`src/rtl/pcm_frame_sequencer.sv`:
```
// Frame capture controller behind the decimation chain: discards the filter transient,
// captures fixed-length PCM frames into a show-ahead FIFO and drains them as a valid/ready stream.
module pcm_frame_sequencer #(
  parameter int DW             = 16,
  parameter int FRAME_LEN      = 256,
  parameter int SETTLE_SAMPLES = 64,
  parameter int FIFO_DEPTH     = 16
) (
  input  logic          CLKDIVH2,
  input  logic          RST,
  input  logic [DW-1:0] fir_in,
  input  logic          start,
  input  logic          stop,
  output logic [DW-1:0] m_data,
  output logic          m_last,
  output logic          m_valid,
  input  logic          m_ready,
  output logic          settled,
  output logic          busy,
  output logic          overflow,
  output logic [15:0]   frame_cnt
);

  localparam int AW = $clog2(FIFO_DEPTH);
  localparam int PW = AW + 1;
  localparam int IW = $clog2(FRAME_LEN);
  localparam int SW = $clog2(SETTLE_SAMPLES + 1);
  localparam logic [IW-1:0] LAST_IDX    = IW'(FRAME_LEN - 1);
  localparam logic [SW-1:0] SETTLE_LAST = SW'(SETTLE_SAMPLES - 1);

  typedef enum logic [1:0] {
    SETTLE  = 2'd0,
    IDLE    = 2'd1,
    CAPTURE = 2'd2,
    DRAIN   = 2'd3
  } state_t;

  state_t          state_reg, state_next;
  logic [SW-1:0]   settle_cnt_reg, settle_cnt_next;
  logic [IW-1:0]   idx_reg, idx_next;
  logic [15:0]     frame_cnt_reg, frame_cnt_next;
  logic            overflow_reg, overflow_next;
  logic [PW-1:0]   wr_ptr_reg, wr_ptr_next;
  logic [PW-1:0]   rd_ptr_reg, rd_ptr_next;

  logic            fifo_empty;
  logic            fifo_full;
  logic            pop;
  logic            push_req;
  logic            push_ok;
  logic            push_last;
  logic [AW-1:0]   wr_idx;
  logic [AW-1:0]   rd_idx;
  logic [DW:0]     head;
  logic [DW:0]     entry_arr [FIFO_DEPTH];

  // Extra pointer MSB tells full from empty when the index bits match.
  assign wr_idx     = wr_ptr_reg[AW-1:0];
  assign rd_idx     = rd_ptr_reg[AW-1:0];
  assign fifo_empty = (wr_ptr_reg == rd_ptr_reg);
  assign fifo_full  = (wr_ptr_reg[AW] != rd_ptr_reg[AW]) && (wr_idx == rd_idx);
  assign pop        = !fifo_empty && m_ready;
  assign push_last  = (idx_reg == LAST_IDX);
  assign push_ok    = push_req && (!fifo_full || pop);

  generate
    for (genvar gi = 0; gi < FIFO_DEPTH; gi++) begin : g_entry
      logic [DW:0] entry_reg;
      always_ff @(posedge CLKDIVH2) begin
        if (push_ok && (wr_idx == AW'(gi))) begin
          entry_reg <= {push_last, fir_in};
        end
      end
      assign entry_arr[gi] = entry_reg;
    end
  endgenerate

  assign head = entry_arr[rd_idx];

  // Head is masked while empty so the stream reads zero rather than stale storage.
  assign m_valid   = !fifo_empty;
  assign m_data    = fifo_empty ? '0 : head[DW-1:0];
  assign m_last    = !fifo_empty && head[DW];
  assign settled   = (state_reg != SETTLE);
  assign busy      = (state_reg == CAPTURE) || (state_reg == DRAIN);
  assign overflow  = overflow_reg;
  assign frame_cnt = frame_cnt_reg;

  always_ff @(posedge CLKDIVH2 or posedge RST) begin
    if (RST) begin
      state_reg      <= SETTLE;
      settle_cnt_reg <= '0;
      idx_reg        <= '0;
      frame_cnt_reg  <= '0;
      overflow_reg   <= 1'b0;
      wr_ptr_reg     <= '0;
      rd_ptr_reg     <= '0;
    end else begin
      state_reg      <= state_next;
      settle_cnt_reg <= settle_cnt_next;
      idx_reg        <= idx_next;
      frame_cnt_reg  <= frame_cnt_next;
      overflow_reg   <= overflow_next;
      wr_ptr_reg     <= wr_ptr_next;
      rd_ptr_reg     <= rd_ptr_next;
    end
  end

  always_comb begin
    state_next      = state_reg;
    settle_cnt_next = settle_cnt_reg;
    idx_next        = idx_reg;
    frame_cnt_next  = frame_cnt_reg;
    overflow_next   = overflow_reg;
    push_req        = 1'b0;
    case (state_reg)
      SETTLE: begin
        settle_cnt_next = settle_cnt_reg + SW'(1);
        if (settle_cnt_reg == SETTLE_LAST) begin
          state_next = IDLE;
        end
      end
      IDLE: begin
        if (start) begin
          state_next    = CAPTURE;
          overflow_next = 1'b0;
          idx_next      = '0;
        end
      end
      CAPTURE: begin
        if (stop) begin
          state_next = DRAIN;
        end else begin
          // A dropped slot still counts toward the frame length and frame count.
          push_req = 1'b1;
          idx_next = idx_reg + IW'(1);
          if (fifo_full && !pop) begin
            overflow_next = 1'b1;
          end
          if (push_last) begin
            frame_cnt_next = frame_cnt_reg + 16'd1;
            state_next     = DRAIN;
          end
        end
      end
      DRAIN: begin
        if (fifo_empty) begin
          state_next = IDLE;
        end
      end
      default: state_next = SETTLE;
    endcase
  end

  always_comb begin
    wr_ptr_next = push_ok ? wr_ptr_reg + PW'(1) : wr_ptr_reg;
    rd_ptr_next = pop ? rd_ptr_reg + PW'(1) : rd_ptr_reg;
  end

endmodule

```
`config.mk`:
```
export PLATFORM = sky130hd
export DESIGN_NAME = pcm_frame_sequencer
export DESIGN_NICKNAME = d
export VERILOG_FILES = /design/src/rtl/pcm_frame_sequencer.sv
export SDC_FILE = /design/constraint.sdc
export NUM_CORES = 1
export LEC_CHECK = 0
export CAP_MARGIN = 20
export CORE_MARGIN = 5
export CORE_UTILIZATION = 40
export DETAILED_ROUTE_END_ITERATION = 10
export SLEW_MARGIN = 20
export SYNTH_ARGS = -nofsm -noshare
export SYNTH_HDL_FRONTEND = slang
export SYNTH_SLANG_ARGS = --single-unit
```
`constraint.sdc`:
```
create_clock -name CLKDIVH2 -period 3.09 [get_ports CLKDIVH2]
set_input_delay 0.618 -clock CLKDIVH2 [delete_from_list [all_inputs] [get_ports CLKDIVH2]]
set_output_delay 0.618 -clock CLKDIVH2 [all_outputs]
set_load 0.01 [all_outputs]
```
==> results.md <==
- Status: completed
- Mean post-synth cell area: 19.44 µm²
- Final ANT Viol Nets: 0
- # H-tree levels: 2
- Worst path top cell family by delay: buffers and inverters
- CP dominant cell by count: buf_12
- Mapped Cells: 643
- Worst-path fanout max: 12
- Cell count of the worst reg-to-reg path: 10
- Row cnt: 64
- CTS Root Cell: clkbuf_16
- DRT Pass-1 Iters: 5
- RSZ-0062 raised after global routing: yes
- First-pass GRT wire length: 43.30 mm
- Die area: 34,890 µm²
- Sequential element share of the synthesized area: 74.14%
- Initial antenna violation count: 0
- Cts bufs inserted: 36
- Yosys top cell by area: edfxtp_1
- Tot Pwr: 13.52 mW
- Worst setup margin: 0.07190 ns
- PD cells: 876.6 nW/µm²
- Slew Viols, Final: 0
- Fmax: 0.3313 GHz
- Top_reg_cell synth: edfxtp_1
- Hold/Removal Path Class: register to register
- Ys async rst share: 13.92%
- Final period utilization: 97.67%
- Via Count: 6,416
- Wire length per cell: 23.97 µm
- CP max stage delay: 0.50 ns
- Cts hold-fix bufs: 0
- Worst Path Arrival: 2.40 ns
- Syn nets: 676
- Width of the die: 186.8 µm
- Vias in the first global route: 6,905
- Crit path launch type: register
- Synth cell types: 39
- Final worst path period need: 3.018 ns
- GP Congestion: 0.7639
- Number of synthesis warnings: 0
- Crit end category: output port
- CTS tree: done
- Worst Path Class, Setup: register to output port
- Crit path cell chain: buf_12, buf_12, buf_16, mux4_2, a22oi_2, a21oi_1, dlygate4sd2_1
- Via density: 5.470
- Grt total ovfl: 0
- Total Wirelength: 28.12 mm
- I/O Buffers: 57
- Max_cap viols: 0
- Clock buffer depth: 3
- Critical-path top delay cell: dfrtp_4
- Residual DRC: 0
- I/O pins: 58
- Layout cells sized above 1: 27.16%
- N_diodes: 0
- Stages on the worst setup path: 7
- Yosys reg bits: 316
- Worst-Skew Late Latency: 0.51 ns
- Ranking of synthesized cells by area: edfxtp_1 65%, mux4_2 12%, dfrtp_1 8.8%, a22oi_1 2.0%, xnor2_1 1.7%
- Register clock-pin slew on the reported worst setup and hold paths: 0.06 ns
- Slew headroom: 58.25%
- Initial Utilization: 40.66%
- Final Setup Violations: 0
- Post-Syn Area: 12,500 µm²
- Worst-Margin Slew: 0.6254 ns
- Initial DRC count: 526
- Hold Vio Cnt, Final: 0
- Total Routing Usage GR: 16.15%
- NumNets Final: 783
- Post-DP Area: 13,930 µm²
- Placeable Area: 30,750 µm²
- Buffers & Inverters on Critical Path: 4
- Clock sinks: 316
- Largest net degree at the start of global routing: 30
- Fill count: 2,500
- Largest register FFs: 272
- Setup Skew: 0.01517 ns
- Synth-to-layout area growth: 23.32%
- Pleak: 5.340 nW
- WHS: 0.4719 ns
- Die Y-Extent: 186.8 µm
- Yosys top cell area share: 65.33%
- Final TNS setup: 0 ns
- VDD IR max: 0.4265 mV
- Worst EP required: 2.47 ns
- Number of synthesized flops with an enable pin: 272
- Worst slack, placed: 0.2849 ns
- DP Wirelength: 15.46 mm
- Hold depth: 1
- Fin area: 15,420 µm²
-- layer usage --
| layer | up-vias | part of all wire (%) | global-route usage (%) |
|---|---|---|---|
| met3 | 35 | 6.4 | 3.176 |
| met4 | 0 | 1.7 | 3.584 |
| met5 | - | 0 | 0 |
| met2 | 214 | 48 | 26.16 |
| met1 | 3355 | 44 | 22.99 |
| li1 | 2812 | - | - |
-- power by group --
group          switching, mW  leakage [nW]  internal, mW
combinational           2.05          1.69          2.12
sequential             0.197          3.05          4.85
clock                   1.66         0.593          2.64
total                   3.90          5.34          9.61
-- path summary, 6_finish.rpt --
| path | slack (ns) | to | start |
|---|---|---|---|
| worst min register to register | 0.47 | settle_cnt_reg[6] | settle_cnt_reg[6] |
| worst max register to register | 0.52 | g_entry[10].entry_reg[2] | rd_ptr_reg[0] |
| worst min-delay path | 0.47 | settle_cnt_reg[6] | settle_cnt_reg[6] |
| worst max-delay path | 0.07 | m_data[2] | rd_ptr_reg[0] |
| min in group asynchronous | 0.51 | overflow | RST |
| max in group asynchronous | 1.91 | frame_cnt[13] | RST |
-- layout by cell type (no fill, tap or decap), drive strengths merged, types with 20 or more instances in the layout --
cell and n:
xnor2 24, clkbuf 51, dfrtp 44, buf 43, and3 20, mux4 68, edfxtp 272, a21oi 21
a22oi 34, clkdlybuf4s50 39
-- area by class of cell --
| cell class | count | area (µm²) | area share, % |
|---|---|---|---|
| clock buffer | 41 | 950.9 | 6.168 |
| tap | 396 | 495.5 | 3.214 |
| timing repair buffer | 102 | 1267 | 8.221 |
| multi-input combinational | 285 | 3137 | 20.35 |
| sequential | 316 | 9274 | 60.15 |
| clock inverter | 24 | 259.0 | 1.680 |
| inverter | 9 | 33.78 | 0.2191 |
-- stage by stage --
step                      utilization (%)  cells
after floorplan                         -    643
after global placement              45.30   1095
after detailed placement            45.30   1095
after CTS                           49.85   1170
after global routing                50.14   1173
final                               50.14   1173
-- logic make-up after synthesis --
logic type	Yosys count	synth area share [%]
xor gates and xnor gates	40	2.802
muxes	75	12.86
DFF	316	74.14
adders and majority gates	12	1.201
and+or+nand+nor	94	4.023
AOI/OAI and AO/OA	64	3.483
buffers and inverters	42	1.491
-- synthesized netlist by cell type (2+ instances only) --
cell,count
o21ai_0,3
edfxtp_1,272
and3_1,19
ha_1,12
nand4_1,10
nor3_1,5
clkbuf_1,14
nor2b_1,5
mux4_2,68
a22o_1,3
mux2_2,4
buf_2,16
dfrtp_1,44
xor2_1,16
a22oi_1,34
xnor2_1,24
nand2_1,19
nand3_1,6
mux2i_1,2
nor2_1,17
inv_1,8
and4_1,2
and2_1,5
a21oi_1,20
-- what timing repair did --
item,CTS,global route
resized for setup,27,41
pin swaps,0,1
buffers inserted,7,2
endpoints found under the hold margin,0,0
endpoints found under the setup margin,18,18
cloned,3,1
Note: power is estimated with default switching activity, not from simulation.
